[src/rtl/dtw_result_axis_tx_if.sv]
// AXI-Stream bundle for the DTW result transmitter.
//   tvalid/tdata/tstrb/tlast : master -> slave
//   tready                   : slave  -> master
interface dtw_result_axis_tx_if #(
    parameter int DATA_W = 32
);
    logic                  tvalid;
    logic                  tready;
    logic [DATA_W-1:0]     tdata;
    logic [DATA_W/8-1:0]   tstrb;
    logic                  tlast;

    modport master (output tvalid, tdata, tstrb, tlast, input tready);
    modport slave  (input tvalid, tdata, tstrb, tlast, output tready);
endinterface

[src/rtl/dtw_result_axis_tx.sv]
// dtw_result_axis_tx: AXI-Stream master that returns DTW core results.
// On each rising edge of done (while enable is high) the result
// {min_val, position, ref_len} is snapshotted and sent as a 4-beat packet:
//   beat0 {HDR_MAGIC, seq[7:0], 7'b0, ovf}, beat1 min_val, beat2 position,
//   beat3 ref_len with tlast. A one-deep pending buffer absorbs one result
//   that arrives while a packet is in flight; further results are dropped.
// Ports:
//   clk, rst          single clock, synchronous active-high reset
//   enable            gate for new done edges
//   done              core done level
//   min_val/position/ref_len  result fields sampled on the done edge
//   m_axis            AXI-Stream master (tvalid/tready/tdata/tstrb/tlast)
//   busy              SEND state or pending buffer occupied
//   overflow          sticky, a result was dropped
//   pkt_count         completed packets, wraps
// Only a 32-bit stream width is supported.
module dtw_result_axis_tx #(
    parameter int          C_M_AXIS_TDATA_WIDTH = 32,
    parameter logic [15:0] HDR_MAGIC            = 16'hD7A0
) (
    input  logic                        clk,
    input  logic                        rst,
    input  logic                        enable,
    input  logic                        done,
    input  logic [31:0]                 min_val,
    input  logic [31:0]                 position,
    input  logic [31:0]                 ref_len,
    dtw_result_axis_tx_if.master        m_axis,
    output logic                        busy,
    output logic                        overflow,
    output logic [15:0]                 pkt_count
);

    typedef enum logic {IDLE, SEND} state_t;

    typedef struct packed {
        logic [31:0] min_val;
        logic [31:0] position;
        logic [31:0] ref_len;
        logic [7:0]  seq;
        logic        ovf;
    } snap_t;

    state_t      state_q, state_d;
    logic [1:0]  beat_q, beat_d;
    snap_t       act_q, act_d;
    snap_t       pend_q, pend_d;
    logic        pend_vld_q, pend_vld_d;
    logic [7:0]  seq_q, seq_d;
    logic        ovf_q, ovf_d;
    logic [15:0] cnt_q, cnt_d;
    logic        done_q;

    logic        trig;
    logic        tvalid;
    logic        hs;
    logic        last_hs;
    snap_t       new_snap;

    // done_q resets low, so a done level already high right after reset
    // is seen as an edge.
    assign trig     = enable & done & ~done_q;
    assign tvalid   = (state_q == SEND);
    assign hs       = tvalid & m_axis.tready;
    assign last_hs  = hs & (beat_q == 2'd3);
    assign new_snap = '{min_val: min_val, position: position, ref_len: ref_len,
                        seq: seq_q, ovf: ovf_q};

    always_comb begin
        state_d    = state_q;
        beat_d     = beat_q;
        act_d      = act_q;
        pend_d     = pend_q;
        pend_vld_d = pend_vld_q;
        seq_d      = seq_q;
        ovf_d      = ovf_q;
        cnt_d      = cnt_q;

        case (state_q)
            IDLE: begin
                if (trig) begin
                    act_d   = new_snap;
                    seq_d   = seq_q + 8'd1;
                    beat_d  = 2'd0;
                    state_d = SEND;
                end
            end
            SEND: begin
                if (hs)
                    beat_d = beat_q + 2'd1;   // 3 -> 0 wrap is intended

                if (last_hs) begin
                    cnt_d = cnt_q + 16'd1;
                    if (pend_vld_q) begin
                        // Pending becomes active with no bubble; a same-cycle
                        // trigger refills the just-freed pending slot.
                        act_d = pend_q;
                        if (trig) begin
                            pend_d = new_snap;
                            seq_d  = seq_q + 8'd1;
                        end else begin
                            pend_vld_d = 1'b0;
                        end
                    end else if (trig) begin
                        act_d = new_snap;
                        seq_d = seq_q + 8'd1;
                    end else begin
                        state_d = IDLE;
                    end
                end else if (trig) begin
                    if (!pend_vld_q) begin
                        pend_d     = new_snap;
                        pend_vld_d = 1'b1;
                        seq_d      = seq_q + 8'd1;
                    end else begin
                        // Drop. The queued packet also carries the flag so
                        // the host learns of the loss right after it.
                        ovf_d      = 1'b1;
                        pend_d.ovf = 1'b1;
                    end
                end
            end
            default: state_d = IDLE;
        endcase
    end

    always_ff @(posedge clk) begin
        if (rst) begin
            state_q    <= IDLE;
            beat_q     <= 2'd0;
            act_q      <= '0;
            pend_q     <= '0;
            pend_vld_q <= 1'b0;
            seq_q      <= 8'd0;
            ovf_q      <= 1'b0;
            cnt_q      <= 16'd0;
            done_q     <= 1'b0;
        end else begin
            state_q    <= state_d;
            beat_q     <= beat_d;
            act_q      <= act_d;
            pend_q     <= pend_d;
            pend_vld_q <= pend_vld_d;
            seq_q      <= seq_d;
            ovf_q      <= ovf_d;
            cnt_q      <= cnt_d;
            done_q     <= done;
        end
    end

    // tdata is driven purely from registered state, so it is stable while
    // the slave stalls; it reads 0 whenever tvalid is low.
    always_comb begin
        m_axis.tdata = '0;
        if (tvalid) begin
            case (beat_q)
                2'd0:    m_axis.tdata = {HDR_MAGIC, act_q.seq, 7'b0, act_q.ovf};
                2'd1:    m_axis.tdata = act_q.min_val;
                2'd2:    m_axis.tdata = act_q.position;
                default: m_axis.tdata = act_q.ref_len;
            endcase
        end
    end

    assign m_axis.tvalid = tvalid;
    assign m_axis.tlast  = tvalid & (beat_q == 2'd3);
    assign m_axis.tstrb  = '1;
    assign busy          = tvalid | pend_vld_q;
    assign overflow      = ovf_q;
    assign pkt_count     = cnt_q;

endmodule

[src/flat_wrapper.sv]
// flat-port wrapper written by rule: the top's interface ports become plain ports
module dtw_result_axis_tx_flat 
#(
    parameter int          C_M_AXIS_TDATA_WIDTH = 32,
    parameter logic [15:0] HDR_MAGIC            = 16'hD7A0
)
  (clk, rst, enable, done, min_val, position, ref_len, busy, overflow, pkt_count, m_axis_tvalid, m_axis_tdata, m_axis_tstrb, m_axis_tlast, m_axis_tready);
  dtw_result_axis_tx_if #(.DATA_W(32)) m_axis_i ();
  input  logic clk;
  input  logic rst;
  input  logic enable;
  input  logic done;
  input  logic [31:0] min_val;
  input  logic [31:0] position;
  input  logic [31:0] ref_len;
  output logic busy;
  output logic overflow;
  output logic [15:0] pkt_count;
  output wire logic [$bits(m_axis_i.tvalid)-1:0] m_axis_tvalid;
  output wire logic [$bits(m_axis_i.tdata)-1:0] m_axis_tdata;
  output wire logic [$bits(m_axis_i.tstrb)-1:0] m_axis_tstrb;
  output wire logic [$bits(m_axis_i.tlast)-1:0] m_axis_tlast;
  input wire logic [$bits(m_axis_i.tready)-1:0] m_axis_tready;
  assign m_axis_tvalid = m_axis_i.tvalid;
  assign m_axis_tdata = m_axis_i.tdata;
  assign m_axis_tstrb = m_axis_i.tstrb;
  assign m_axis_tlast = m_axis_i.tlast;
  assign m_axis_i.tready = m_axis_tready;
  dtw_result_axis_tx #(.C_M_AXIS_TDATA_WIDTH(C_M_AXIS_TDATA_WIDTH), .HDR_MAGIC(HDR_MAGIC)) u_core (.clk(clk), .rst(rst), .enable(enable), .done(done), .min_val(min_val), .position(position), .ref_len(ref_len), .m_axis(m_axis_i), .busy(busy), .overflow(overflow), .pkt_count(pkt_count));
endmodule
[config.mk]
export PLATFORM = sky130hd
export DESIGN_NAME = dtw_result_axis_tx_flat
export DESIGN_NICKNAME = d
export VERILOG_FILES = /design/src/rtl/dtw_result_axis_tx_if.sv /design/src/rtl/dtw_result_axis_tx.sv /design/src/flat_wrapper.sv
export SDC_FILE = /design/constraint.sdc
export NUM_CORES = 1
export LEC_CHECK = 0
export ABC_AREA = 1
export BUFFER_PORTS_ARGS = -buffer_cell sky130_fd_sc_hd__buf_2
export CAP_MARGIN = 20
export CELL_PAD_IN_SITES_DETAIL_PLACEMENT = 1
export CELL_PAD_IN_SITES_GLOBAL_PLACEMENT = 2
export CORE_MARGIN = 2
export CORE_UTILIZATION = 35
export CTS_CLUSTER_DIAMETER = 60
export DETAILED_ROUTE_END_ITERATION = 10
export PLACE_DENSITY = 0.82
export SLEW_MARGIN = 20
export SYNTH_ARGS = -nofsm -noshare
export SYNTH_HDL_FRONTEND = slang
export SYNTH_SLANG_ARGS = --single-unit
[constraint.sdc]
create_clock -name clk -period 3.9 [get_ports clk]
set_input_delay 0.78 -clock clk [delete_from_list [all_inputs] [get_ports clk]]
set_output_delay 0.78 -clock clk [all_outputs]
set_load 0.05 [all_outputs]
==> results of run 1 <==
power by group:
group          internal [mW]  switching [mW]
logic                  0.226           0.477
clock network           1.89            1.17
registers               2.59           0.106
worst max path at each step:
| stage | startpoint | endpoint | slack [ns] | depth (start not counted) |
|---|---|---|---|---|
| 2_1_floorplan | u_core.beat_q[0] | m_axis_tdata[29] | 0.71 | 6 |
| 3_3_place_gp | m_axis_tready | u_core.act_q[60] | 0.87 | 8 |
| 3_5_place_dp | m_axis_tready | u_core.act_q[30] | 0.84 | 8 |
| 4_1_cts | u_core.beat_q[1] | m_axis_tdata[31] | 0.40 | 7 |
| 5_1_grt | u_core.beat_q[1] | m_axis_tdata[26] | 0.26 | 7 |
| 6_report | u_core.beat_q[1] | m_axis_tdata[9] | 0.42 | 6 |
metrics by stage:
step | instances | utilization | cell area (um^2) | hold WS (ns) | setup slack [ns]
6_report | 2163 | 0.415 | 13400 | 0.496 | 0.418
5_1_grt | 2163 | 0.415 | 13400 | 0.515 | 0.261
4_1_cts | 2163 | 0.415 | 13400 | 0.484 | 0.397
3_5_place_dp | 2105 | 0.381 | 12300 | 0.484 | 0.843
3_3_place_gp | 2105 | 0.381 | 12300 | 0.476 | 0.874
2_1_floorplan | 1624 | - | 11500 | 0.446 | 0.714
kinds of logic after synthesis:
logic type / count (synthesis) / synth area share
AND/OR/NAND/NOR: 647 / 0.221
AO/OA/AOI/OAI: 479 / 0.256
buffers and inverters: 246 / 0.0943
flip-flops: 240 / 0.420
adder cells (fa/ha/maj): 7 / 0.00765
XOR/XNOR: 1 / 0.000765
other: 1 / 0.000327
flip-flops by register name, summed over array words and instances, names as in the netlist:
| register | count |
|---|---|
| u_core.beat_q | 2 |
| u_core.seq_q | 8 |
| u_core.act_q | 105 |
| u_core.pkt_count | 16 |
| u_core.m_axis.tvalid | 1 |
| u_core.pend_vld_q | 1 |
| u_core.pend_q | 105 |
| u_core.done_q | 1 |
| u_core.overflow | 1 |
synth_stat cells, drive strengths merged:
master	count	area, um^2
o211ai	8	60.1
nand3	13	77.6
nand4	4	25.0
nor2	397	1510
o311ai	57	499
conb	1	3.75
inv	109	412
clkinv	2	7.51
a21oi	95	475
buf	57	367
a221oi	15	131
clkbuf	78	294
nor3b	1	7.51
ha	7	87.6
or2	1	6.26
o21ai	182	911
a31oi	53	332
dfxtp	240	4800
nand2	223	862
o21bai	1	7.51
nor3	8	40.0
o221ai	8	70.1
a211oi	58	435
xor2	1	8.76
o21a	2	15.0
routing by layer:
metal	routed length [um]	share of wire	global-route usage	vias to the layer above
li1	-	-	-	5612
met1	20700	0.48	0.361	5758
met2	19800	0.46	0.412	296
met3	2070	0.048	0.0364	47
met4	820	0.019	0.0597	0
met5	0	0	0	-
cell type report:
| class | instances | area, um^2 |
|---|---|---|
| Clock buffer | 48 | 985 |
| Clock inverter | 10 | 114 |
| Fill cell | 4138 | 18900 |
| Multi-Input combinational cell | 1138 | 5590 |
| Tap cell | 442 | 553 |
| Timing Repair Buffer | 174 | 963 |
| Sequential cell | 240 | 4800 |
| Inverter | 111 | 422 |
worst min-delay path, cell delays in order (launching register included):
cell and delay (ns):
dfxtp_1 0.31, nand2_1 0.06, a31oi_1 0.07
==> summary.txt, run 1 <==
Root Buffer: clkbuf_16
slowest cell on the critical path: inv_1
min-delay src: u_core.act_q[1]
unrepaired setup endpoints after global routing: no
H-tree lvl count: 2
crit-path leading delay family: buffers and inverters
Critical Path End Type: output port
DRT Wirelength: 43.4 mm
WP buf/inv: 3
Max Cap Violations: 0
most frequent cells in the layout: nor2_1, dfxtp_1, nand2_1, buf_2, o21ai_0
reg2reg end: u_core.act_q[57]
clock sinks: 240
worst slew pin tran: 1.02 ns
Clk Latency, worst-skew pair: 0.51 ns
Worst-path clk slew: 0.06 ns
max-slew violations: 0
vias in the first global route: 11,700
TNS Setup: 0 ns
r2r setup slk: 1.09 ns
Final GP Congestion: 0.838
estimated wirelength of the detail-placed design: 27.9 mm
Crit Path Max Fanout: 28
global route total overflow: 0
CTS Buffer Depth: 3
Setup Fix Bufs, Post-CTS: 0
global-route wire length before repair: 68.2 mm
crit path cell chain: ha_1 -> buf_4 -> inv_1 -> o21ai_0 -> a31oi_1 -> buf_2
Crit Reg-Reg Startpoint: u_core.m_axis.tvalid
GRT Total Usage: 0.256
Setup Skew: 0.0140 ns
drc violations: 0
Worst Hold Path EP: u_core.act_q[1]
Antenna Nets Post-Route: 0
Ys Warns: 0
Synth Register Bits: 240
pin count of the biggest net entering global routing: 174
Pwr Density: 481 nW/um^2
PnR Total Power: 6.46 mW
floorplan row count: 66
# diodes: 0
fmax: 287 MHz
Final setup viols: 0
number of CTS-inserted buffers: 34
status: complete, no violations
HP Class: reg -> reg
Ports: 157
number of gates resized after cts: 0
WS Path Type: reg -> out
mapped cell area: 11,500 um^2
cell count after synthesis: 1,621
Worst Reg-to-Reg Cells: 7
most common cell after layout, fill and taps aside: nor2_1
Synth-to-Final Area Change: 17.3%
Die Y: 185 um
port bufs: 152
CTS Hold Bufs: 0
Setup crit start kind: flip-flop
Yosys cell types: 36
Initial DRC Count: 720
Pre-antenna DRT Iters: 5
CTS tree: built
Max rail drop VDD: 0.310 mV
Wirelength per Cell: 20.1 um
crit share post-route: 0.893
initial core utilization: 0.354
Seq/Total Area, Yosys: 0.420
Critical Path RT: 3.12 ns
Vias: 11,700
hold-critical path depth: 2
die width: 185 um
core box area: 32,400 um^2
die area: 34,200 um^2
initial antenna violation count: 0
final worst path period need: 3.48 ns
slowest stage delay, CP: 0.48 ns
layout cells sized above 1: 0.137
relative slew slack: 0.321
Final #Nets: 1,807
Synth Area per Inst: 7.06 um^2
Fin. Hold Viols: 0
CP arrival: 2.70 ns
leakage power: 5.60 nW
vias per cell: 5.42
(Power assumes the default switching activity.)
==> run 2, diff against run 1 <==
--- a/config.mk
+++ b/config.mk
@@ -14,6 +14,7 @@
 export CORE_UTILIZATION = 35
 export CTS_CLUSTER_DIAMETER = 60
 export DETAILED_ROUTE_END_ITERATION = 10
+export GPL_TIMING_DRIVEN = 0
 export PLACE_DENSITY = 0.82
 export SLEW_MARGIN = 20
 export SYNTH_ARGS = -nofsm -noshare
==> constraint.sdc (replaced) <==
create_clock -name clk -period 4.05 [get_ports clk]
set_input_delay 0.81 -clock clk [delete_from_list [all_inputs] [get_ports clk]]
set_output_delay 0.81 -clock clk [all_outputs]
set_load 0.05 [all_outputs]
==> run 2 against run 1 <==
Compared with the run above:
- clock-buffer cell count rose by 4
- largest power group unchanged
- sequential power decreased by 3%
- die area unchanged
- via count grew 5.5%
- register-to-register slack gained 0.66 ns
- combinational power increased by 3.8%
- core utilization grew 1.6 points
- power is 0.40% lower
- cell count grew 5.4%
==> summary.txt, run 2 (synthesized netlist as in run 1, its figures left out) <==
status: complete, no violations
# diodes: 0
vias in the first global route: 12,200
most frequent cells in the layout: nor2_1, dfxtp_1, nand2_1, buf_2, o21ai_0
Antenna Nets Post-Route: 0
Final GP Congestion: 0.931
Setup Skew: 0.0145 ns
global route total overflow: 0
relative slew slack: 0.411
floorplan row count: 66
die area: 34,200 um^2
WS Path Type: reg -> out
CTS Hold Bufs: 0
PnR Total Power: 6.43 mW
Critical Path End Type: output port
max-slew violations: 0
GRT Total Usage: 0.289
CTS Buffer Depth: 3
initial core utilization: 0.354
global-route wire length before repair: 74.3 mm
Die Y: 185 um
placed cells: 2,217
fmax: 266 MHz
Ports: 157
Pre-antenna DRT Iters: 5
Critical Path RT: 3.24 ns
estimated wirelength of the detail-placed design: 36.5 mm
final worst path period need: 3.76 ns
Final setup viols: 0
Non-Filler Instances: 2,279
Max Cap Violations: 0
HP Class: reg -> reg
Fin. Hold Viols: 0
DRT Wirelength: 49.6 mm
worst slew pin tran: 0.883 ns
Max rail drop VDD: 0.288 mV
crit path cell chain: inv_1 -> ha_1 -> clkbuf_1 -> clkbuf_1 -> a21oi_1 -> a221oi_1 -> buf_2
Vias: 12,400
H-tree lvl count: 2
crit share post-route: 0.928
number of CTS-inserted buffers: 35
Crit path top cell by count: clkbuf_1
core box area: 32,400 um^2
drc violations: 0
port bufs: 151
Root Buffer: clkbuf_16
most common cell after layout, fill and taps aside: nor2_1
CTS tree: built
Wirelength per Cell: 21.8 um
pin count of the biggest net entering global routing: 12
Final #Nets: 1,920
Setup crit start kind: flip-flop
Clk Latency, worst-skew pair: 0.52 ns
slowest stage delay, CP: 0.59 ns
vias per cell: 5.42
Crit Path Max Fanout: 10
Worst-path clk slew: 0.05 ns
unrepaired setup endpoints after global routing: no
slowest cell on the critical path: a221oi_1
clock sinks: 240
CP arrival: 2.95 ns
layout cells sized above 1: 0.151
die width: 185 um
Pwr Density: 462 nW/um^2
initial antenna violation count: 0
TNS Setup: 0 ns
Synth-to-Final Area Change: 21.8%
Place WS: 0.756 ns
Initial DRC Count: 871
Worst Setup Slack, final: 0.290 ns
leakage power: 5.86 nW
==> run 2: cell types whose count changed in the layout (fill, tap and decap cells not counted), moves of 2 or more <==
| cell | previous run | this run |
|---|---|---|
| buf_6 | 0 | 7 |
| buf_2 | 152 | 186 |
| buf_4 | 19 | 15 |
| clkbuf_1 | 7 | 82 |
| clkbuf_8 | 6 | 10 |
| clkinv_2 | 3 | 5 |
| clkbuf_16 | 35 | 37 |
| buf_12 | 3 | 0 |
| nor2_4 | 2 | 0 |
| nor2_2 | 0 | 3 |
==> run 2: final timing paths <==
kind         slack [ns]           endpoint               from  cells past startpoint
min                0.49  u_core.pend_q[81]  u_core.pend_q[81]                      2
min reg2reg        0.49  u_core.pend_q[81]  u_core.pend_q[81]                      2
max reg2reg        1.75   u_core.act_q[11]   u_core.beat_q[1]                      6
max                0.29   m_axis_tdata[29]   u_core.beat_q[0]                      7
==> run 2: through the flow <==
| stage | utilization | area, um^2 | hold slack [ns] |
|---|---|---|---|
| 6_report | 0.431 | 13900 | 0.495 |
| 5_1_grt | 0.431 | 13900 | 0.523 |
| 4_1_cts | 0.431 | 13900 | 0.500 |
| 3_5_place_dp | 0.395 | 12800 | 0.490 |
| 3_3_place_gp | 0.395 | 12800 | 0.472 |
| 2_1_floorplan | - | 11500 | 0.446 |
==> run 2: routing by layer <==
metal	part of all wire	global-route usage	up-vias
li1	-	-	5867
met1	0.45	0.390	5987
met2	0.45	0.463	399
met3	0.061	0.0444	103
met4	0.042	0.117	0
met5	0	0	-
==> run 2: cell type report <==
| type | count | area [um^2] |
|---|---|---|
| multi-input combinational | 1138 | 5580 |
| clock inverter | 10 | 86.3 |
| timing repair buffer | 151 | 756 |
| fill | 4194 | 18400 |
| inverter | 111 | 419 |
| buffer | 135 | 661 |
| tap | 442 | 553 |
| clock buffer | 52 | 1080 |
| sequential | 240 | 4800 |
==> run 2: critical path: cells and delay by family (launching register included) <==
kind,cells,cell delay [ns]
flip-flops,1,0.34
buffers and inverters,4,1.18
AO/OA/AOI/OAI,2,0.75
adder cells (fa/ha/maj),1,0.17
==> run 2: what timing repair did <==
item	4_1_cts	5_1_grt
endpoints found under the setup margin	0	1
setup buffers	0	0
gates resized for setup	0	1
==> run 2: where the power goes <==
part	switching [mW]	internal (mW)
clock	1.19	1.91
sequential	0.112	2.49
combinational	0.498	0.233
